`config.mk`:
```
export PLATFORM = sky130hd
export DESIGN_NAME = uart_line_tx_flat
export DESIGN_NICKNAME = d
export VERILOG_FILES = /design/src/rtl/uart_line_tx_if.sv /design/src/rtl/uart_line_tx.sv /design/src/flat_wrapper.sv
export SDC_FILE = /design/constraint.sdc
export NUM_CORES = 1
export LEC_CHECK = 0
export ABC_AREA = 1
export BUFFER_PORTS_ARGS = -buffer_cell sky130_fd_sc_hd__buf_4
export CAP_MARGIN = 10
export CORE_MARGIN = 2
export CORE_UTILIZATION = 54
export CTS_CLUSTER_SIZE = 10
export DETAILED_ROUTE_END_ITERATION = 7
export PLACE_DENSITY_LB_ADDON = 0.12
export SKIP_CTS_REPAIR_TIMING = 1
export SLEW_MARGIN = 20
export SYNTH_ARGS = -nofsm -noshare
export SYNTH_HDL_FRONTEND = slang
export SYNTH_SLANG_ARGS = --single-unit
```
`constraint.sdc`:
```
create_clock -name CLOCK -period 1.4 [get_ports CLOCK]
set_clock_uncertainty 0.05 [all_clocks]
set_input_delay 0.07 -clock CLOCK [delete_from_list [all_inputs] [get_ports CLOCK]]
set_output_delay 0.07 -clock CLOCK [all_outputs]
set_load 0.02 [all_outputs]
```
`src/rtl/uart_line_tx_if.sv`:
```
// uart_line_tx_if
// Groups the line-request handshake (START/DATA/BUSY/DONE) and the
// character handshake to the UART core (TXSTART/TXDATA/TXBUSY/TXDONE).
//   master : the environment side. It requests lines and also plays the
//            UART core, so it drives START, DATA, TXBUSY and TXDONE.
//   slave  : the line transmitter. It drives BUSY, DONE, TXSTART and TXDATA.
interface uart_line_tx_if #(
   parameter int DWIDTH = 32
);
   logic              START;
   logic [DWIDTH-1:0] DATA;
   logic              BUSY;
   logic              DONE;
   logic              TXSTART;
   logic [7:0]        TXDATA;
   logic              TXBUSY;
   logic              TXDONE;

   modport master (
      output START, DATA, TXBUSY, TXDONE,
      input  BUSY, DONE, TXSTART, TXDATA
   );

   modport slave (
      input  START, DATA, TXBUSY, TXDONE,
      output BUSY, DONE, TXSTART, TXDATA
   );
endinterface

```
`src/rtl/uart_line_tx.sv`:
```
// uart_line_tx
// Sends one DWIDTH-bit word as a text line to a UART core. The word is
// emitted most-significant first, either as uppercase ASCII hex digits
// (HEX=1) or as raw bytes (HEX=0). An optional CR (CRLF=1) and a
// terminating LF follow. Each character is handed to the UART core with a
// one-cycle TXSTART and then the module waits for TXDONE.
// Ports:
//   CLOCK   system clock, rising edge
//   NRESET  asynchronous active-low reset
//   bus     uart_line_tx_if.slave:
//             START/DATA in   line request and payload
//             BUSY/DONE  out  line in progress / one-cycle completion pulse
//             TXSTART/TXDATA out  character request to the UART core
//             TXBUSY/TXDONE  in   UART core busy / end-of-character pulse
module uart_line_tx #(
   parameter int DWIDTH = 32,
   parameter bit HEX    = 1'b1,
   parameter bit CRLF   = 1'b1
) (
   input  logic           CLOCK,
   input  logic           NRESET,
   uart_line_tx_if.slave  bus
);

   localparam int NP   = HEX ? DWIDTH / 4 : DWIDTH / 8;
   localparam int NT   = CRLF ? 2 : 1;
   localparam int N    = NP + NT;
   localparam int IW   = $clog2(N + 1);
   localparam int STEP = HEX ? 4 : 8;

   typedef enum logic [1:0] {
      IDLE  = 2'd0,
      ISSUE = 2'd1,
      WAIT  = 2'd2,
      FIN   = 2'd3
   } state_t;

   state_t            state_reg;
   logic [DWIDTH-1:0] shift_reg;
   logic [IW-1:0]     index_reg;
   logic              busy_reg;
   logic              done_reg;
   logic              txstart_reg;
   logic [7:0]        txdata_reg;

   logic [3:0]        nibble_val;
   logic [7:0]        hex_char;
   logic [7:0]        cur_char;

   // Character for the current index. The payload always sits at the top
   // of the shift register, so only the index decides payload vs CR/LF.
   always_comb begin
      nibble_val = shift_reg[DWIDTH-1 -: 4];
      hex_char   = (nibble_val < 4'd10) ? (8'h30 + {4'h0, nibble_val})
                                        : (8'h37 + {4'h0, nibble_val});
      cur_char   = 8'h0A;
      if (index_reg < IW'(NP)) begin
         cur_char = HEX ? hex_char : shift_reg[DWIDTH-1 -: 8];
      end else if (CRLF && (index_reg == IW'(NP))) begin
         cur_char = 8'h0D;
      end
   end

   always_ff @(posedge CLOCK or negedge NRESET) begin
      if (!NRESET) begin
         state_reg   <= IDLE;
         shift_reg   <= '0;
         index_reg   <= '0;
         busy_reg    <= 1'b0;
         done_reg    <= 1'b0;
         txstart_reg <= 1'b0;
         txdata_reg  <= 8'h00;
      end else begin
         // Both pulses last exactly one cycle unless re-armed below.
         txstart_reg <= 1'b0;
         done_reg    <= 1'b0;
         case (state_reg)
            IDLE: begin
               // BUSY stays high through the DONE cycle and drops here,
               // unless a new line is accepted on this very edge.
               busy_reg <= 1'b0;
               if (bus.START) begin
                  shift_reg <= bus.DATA;
                  index_reg <= '0;
                  busy_reg  <= 1'b1;
                  state_reg <= ISSUE;
               end
            end
            ISSUE: begin
               if (!bus.TXBUSY) begin
                  txdata_reg  <= cur_char;
                  txstart_reg <= 1'b1;
                  shift_reg   <= shift_reg << STEP;
                  state_reg   <= WAIT;
               end
            end
            WAIT: begin
               if (bus.TXDONE) begin
                  index_reg <= index_reg + IW'(1);
                  state_reg <= (index_reg == IW'(N - 1)) ? FIN : ISSUE;
               end
            end
            FIN: begin
               done_reg  <= 1'b1;
               state_reg <= IDLE;
            end
            default: begin
               state_reg   <= IDLE;
               shift_reg   <= '0;
               index_reg   <= '0;
               busy_reg    <= 1'b0;
               done_reg    <= 1'b0;
               txstart_reg <= 1'b0;
               txdata_reg  <= 8'h00;
            end
         endcase
      end
   end

   assign bus.BUSY    = busy_reg;
   assign bus.DONE    = done_reg;
   assign bus.TXSTART = txstart_reg;
   assign bus.TXDATA  = txdata_reg;

endmodule

```
`src/flat_wrapper.sv`:
```
// flat-port wrapper written by rule: the top's interface ports become plain ports
module uart_line_tx_flat 
#(
   parameter int DWIDTH = 32,
   parameter bit HEX    = 1'b1,
   parameter bit CRLF   = 1'b1
)
  (CLOCK, NRESET, bus_START, bus_DATA, bus_TXBUSY, bus_TXDONE, bus_BUSY, bus_DONE, bus_TXSTART, bus_TXDATA);
  uart_line_tx_if #(.DWIDTH(DWIDTH)) bus_i ();
  input  logic CLOCK;
  input  logic NRESET;
  input wire logic [$bits(bus_i.START)-1:0] bus_START;
  input wire logic [$bits(bus_i.DATA)-1:0] bus_DATA;
  input wire logic [$bits(bus_i.TXBUSY)-1:0] bus_TXBUSY;
  input wire logic [$bits(bus_i.TXDONE)-1:0] bus_TXDONE;
  output wire logic [$bits(bus_i.BUSY)-1:0] bus_BUSY;
  output wire logic [$bits(bus_i.DONE)-1:0] bus_DONE;
  output wire logic [$bits(bus_i.TXSTART)-1:0] bus_TXSTART;
  output wire logic [$bits(bus_i.TXDATA)-1:0] bus_TXDATA;
  assign bus_i.START = bus_START;
  assign bus_i.DATA = bus_DATA;
  assign bus_i.TXBUSY = bus_TXBUSY;
  assign bus_i.TXDONE = bus_TXDONE;
  assign bus_BUSY = bus_i.BUSY;
  assign bus_DONE = bus_i.DONE;
  assign bus_TXSTART = bus_i.TXSTART;
  assign bus_TXDATA = bus_i.TXDATA;
  uart_line_tx #(.DWIDTH(DWIDTH), .HEX(HEX), .CRLF(CRLF)) u_core (.CLOCK(CLOCK), .NRESET(NRESET), .bus(bus_i));
endmodule
```
* Yosys cells after proc, flatten, opt, wreduce, memory -nomap -nowiden *
Index checks and enable logic that the tools add are counted.
Widths: inputs -> output; s select.

word-level totals
  bits in registers = 49
  input bits = 37
  output and inout port bits = 11
  logic and storage cells = 46

cells by class
  $add $sub $neg = 3
  $lt $le $gt $ge = 2
  equal/unequal tests = 8
  multiplexer cells = 18
  bitwise logic cells = 1
  reductions and logical operators = 7

operators with widths
  cell                 count
  $mux 32              2
  $pmux 32 s2          1
  $mux 8               2
  $add 6x4->7 const A  2
  $reduce_and 3->1     3
  $eq 4x4->1 const B   2
  $lt 4x4->1 const B   2
  $mux 2               4
  $mux 4               2
  $pmux 2 s4           1
  $pmux 4 s2           1
  $ne 2x2->1 const B   3
  $add 4x1->4 const B  1
  $eq 2x2->1 const B   2
  $mux 1               4
  $reduce_bool 2->1    2
  $mux 3               1
  $eq 2x1->1 const B   1
  $logic_not 2->1      1
  $reduce_and 2->1     1
  $not 1->1            1

* Longest topological paths before layout *
  depth in word-level cells = 4
  gate-level depth with buffers = 8

* Least setup slack after synthesis *
Ideal clock, no wire load.

  path type = register to register
  start = reg u_core.state_reg[0]
  end = reg u_core.shift_reg[31]
  library setup time = 0.126 ns
  arrival = 1.069 ns
  data required time = 1.224 ns
  slack = 0.155 ns
  stages on the path, launching flop included = 6
  clock period less this slack = 1.245 ns
  path through = dfrtp_1 > nor2_2 > nand2_1 > nand2_2 > buf_2 > o21ai_0

between the ends
  cells in the longest elaborated chain, start to end = 3
  elaborated cells between the ends (all ways) = 7
  those cells by class = eq/ne (3); mux (1); reduce/logical (3)

RTL lines
  element                                                           RTL line             source
  start: declaration                                                uart_line_tx.sv:38   state_t state_reg;
  start signal: assignment                                          uart_line_tx.sv:100  state_reg <= (index_reg == IW'(N - 1)) ? FIN : ISSUE;
  $eq 2x1->1 / $logic_not 2->1 (equally long branches)              uart_line_tx.sv:77   case (state_reg)
  $ne 2x2->1 (no line) / $reduce_bool 2->1 (equally long branches)  --
  $reduce_and 3->1 (no line)                                        --
  end signal: assignment                                            uart_line_tx.sv:83   shift_reg <= bus.DATA;
  end signal: assignment                                            uart_line_tx.sv:93   shift_reg <= shift_reg << STEP;
  end: declaration                                                  uart_line_tx.sv:39   logic [DWIDTH-1:0] shift_reg;

Several ways; a longest one is shown, not always the timed one.
A chain may end at the register's enable or synchronous reset.

* Worst setup path after layout *
  start = reg u_core.state_reg[0]
  end = reg u_core.shift_reg[29]

Same word-level chain as after synthesis.

==> run_results.csv <==
group,metric,value,unit
timing,max_freq,783,MHz
clock_tree,cts_root_buffer,"clkbuf_8",
detailed_routing,initialDrtViolationCount,135,
synth,synth-adder-area-share,2.15,%
detailed_routing,wirelength,4.60,mm
power_and_ir_drop,p_int,0.00347,W
detailed_routing,drc,0,
placement,dp_hpwl,3.19,mm
power_and_ir_drop,seqPwrFrac,38.8,%
global_route,grt_max_degree,49,
critical_path,reg2reg_from,"u_core.state_reg[0]",
power_and_ir_drop,p_leak,1.53,nW
critical_path,cpPeakStageDelay,450,ps
cells_and_area,layout.nets,397,
floorplan,core,4090,sq um
clock_tree,clk_pin_slew,80,ps
detailed_routing,ant_nets,0,
floorplan,die_y,69.7,um
detailed_routing,viasPerCell,4.91,
timing,min_period_over_period,91.2,%
power_and_ir_drop,p_per_area,1990,nW/um^2
clock_tree,numCtsBuffers,5,
placement,place.gp.congestion,0.803,
critical_path,cp_max_fo,34,
synth,avgSynthCellArea,7.74,sq um
cells_and_area,nFillCells,349,
power_and_ir_drop,combPwrFrac,46.6,%
power_and_ir_drop,power_frac_clock,14.6,%
clock_tree,clk_path_buf_depth,2,
flow_run,cap_violations,0,
timing,rsz0062_at_grt,"false",
timing,drv_slew,0,
synth,yosysUniqueCellTypes,19,
floorplan,die_area,4860,sq um
hold_path,min_path_type,"primary input to register",
hold_path,min-delay-start,"bus_START",
global_route,grt_usage,20.8,%
clock_tree,clock-sinks,48,
synth,ys_seq_elements,48,
detailed_routing,firstDrtPassIters,4,
cells_and_area,largest_register_ffs,32,
timing,worst_slack,123,ps
global_route,antenna_found_initial,0,
floorplan,initial_utilization,57.0,%
power_and_ir_drop,power.total,0.00581,W
power_and_ir_drop,p_sw,0.00234,W
timing,max_slew_margin,59.9,%
synth,ys_seq_area_share,51.6,%
timing,setup_tns,0,ps
synth,muxShareOfSynthArea,0,%
detailed_routing,wl_per_cell,11.3,um
timing,timing.final.hold_violations,0,
synth,netlist_instances,301,
critical_path,critPathCaptureType,"register",
global_route,grt_pass1_wl,8.19,mm
synth,synth-compound-area-share,15.8,%
synth,synth_area,2330,sq um
power_and_ir_drop,swShare,40.3,%
floorplan,io_pins,48,
cells_and_area,stdcell_area,2930,sq um
floorplan,die_w,69.7,um
synth,syn_nets,342,
clock_tree,clk_latency,300,ps
critical_path,crit_path_start_kind,"register",
synth,synth_top_family_by_area,"simple AND/OR/NAND/NOR gates",
floorplan,placementRows,23,
critical_path,worst_ep_arrival_time,1450,ps
synth,synth-xor-area-share,0.376,%
critical_path,cp-startpoint,"u_core.state_reg[0]",
timing,worst_pin_slew,602,ps
cells_and_area,area_growth,25.6,%
placement,portBuffers,46,
status,outcome,"finished clean",
placement,place_area,2760,sq um
critical_path,critical_path.most_common_cell,"nand2_2",
clock_tree,cts_max_level,2,
critical_path,path_cells,"nor2_2 > nand2_2 > nand2_2 > buf_12 > nand2_1 > o21ai_0",
synth,synth-simple-area-share,19.9,%
detailed_routing,dr_total_vias,2000,
placement,post-place-ws,82.4,ps
critical_path,cp.required,1570,ps
clock_tree,cts_tree,"built",
cells_and_area,n_antenna_cell,0,
global_route,grt_pass1_vias,1946,
timing,setup_viol,0,
global_route,grt_overflow,0,
critical_path,crit_buf_inv,1,
power_and_ir_drop,vdd.ir_drop.worst,1080,uV
synth,synth_warnings,0,
critical_path,cp_slowest_cell,"dfrtp_2",
timing,period_needed,1280,ps
critical_path,worst-setup-path-type,"register to register",
cells_and_area,drive_gt1_share,19.3,%
critical_path,crit_family,"flip-flops",
[cell type report]
class,count,area [sq um],share of cell area [%]
multi-input combinational,195,897,30.7
clock buffer,8,90.1,3.08
sequential,48,1200,41.1
tap,50,62.6,2.14
timing repair buffer,61,504,17.2
inverter,45,169,5.77
[layout by cell type, fill, tap and decap left out]
cell type,count
a21oi_1,5
a2bb2oi_1,1
buf_12,2
buf_4,51
buf_6,1
clkbuf_1,2
clkbuf_8,6
conb_1,1
dfrtp_1,47
dfrtp_2,1
dlygate4sd3_1,7
ha_1,4
inv_1,43
inv_2,2
nand2_1,86
nand2_2,3
nand3_1,12
nor2_1,12
nor2_2,1
o21ai_0,56
o21ai_1,11
or2_2,2
xor2_1,1
[cell families (layout without fill, tap and decap cells)]
| logic type | Yosys count | count (layout) |
|---|---|---|
| compound gates | 73 | 73 |
| xor+xnor | 1 | 1 |
| fa+ha+maj | 4 | 4 |
| buf+inv | 58 | 114 |
| flops | 48 | 48 |
| other cells | 1 | 1 |
| simple gates | 116 | 116 |
[power by group through the flow]
stage	sequential (W)	combinational [W]	clock [W]
5_1_grt	0.00233	0.00313	0.000930
3_3_place_gp	0.00225	0.00262	0
2_1_floorplan	0.00237	0.00171	0
6_report	0.00225	0.00271	0.000848
4_1_cts	0.00226	0.00270	0.000872
3_5_place_dp	0.00228	0.00268	0
[routing by layer]
layer	share of wire (%)	vias to the layer above	global-route usage [%]	wire length, um
met5	0	-	0	0
met4	1.3	0	5.77	62
met3	4.5	7	5.52	206
met2	46	38	33.5	2120
met1	48	912	27.9	2210
li1	-	1043	-	-
[stage by stage]
step	hold slack, ps	std cells	util [%]
6_report	2.19	407	71.6
5_1_grt	9.83	407	71.6
2_1_floorplan	-276	301	-
4_1_cts	-265	400	69.7
3_3_place_gp	66.1	392	67.5
3_5_place_dp	70.3	392	67.5
[synthesized netlist by cell type]
master     instances  area share [%]
nand3_1           12             2.6
nor2_1            12             1.9
clkbuf_1           4            0.64
nand2_2            2            0.54
buf_4              2            0.64
a21oi_1            5             1.1
buf_2              7             1.5
inv_1             43             6.9
o21ai_0           56              12
conb_1             1            0.16
ha_1               4             2.1
inv_2              2            0.32
or2_2              2            0.54
a2bb2oi_1          1            0.38
xor2_1             1            0.38
nand2_1           87              14
nor2_2             1            0.27
dfrtp_1           48              52
o21ai_1           11             2.4
[tightest hold or removal path, delay by kind of cell]
family	cells	cell delay [ps]
AO/OA/AOI/OAI	1	60
buffers and inverters	1	110
AND/OR/NAND/NOR	1	70
[worst paths after layout]
kind | endpoint | slack, ps | depth (start not counted)
max in group asynchronous | u_core.state_reg[0] | 590 | 2
worst min-delay path | u_core.shift_reg[3] | 2 | 3
worst max register to register | u_core.shift_reg[29] | 120 | 6
worst max-delay path | u_core.shift_reg[29] | 120 | 6
worst min register to register | u_core.bus.TXDATA[4] | 430 | 2
min in group asynchronous | u_core.shift_reg[19] | 270 | 2
Note: power is estimated with default switching activity, not from simulation.
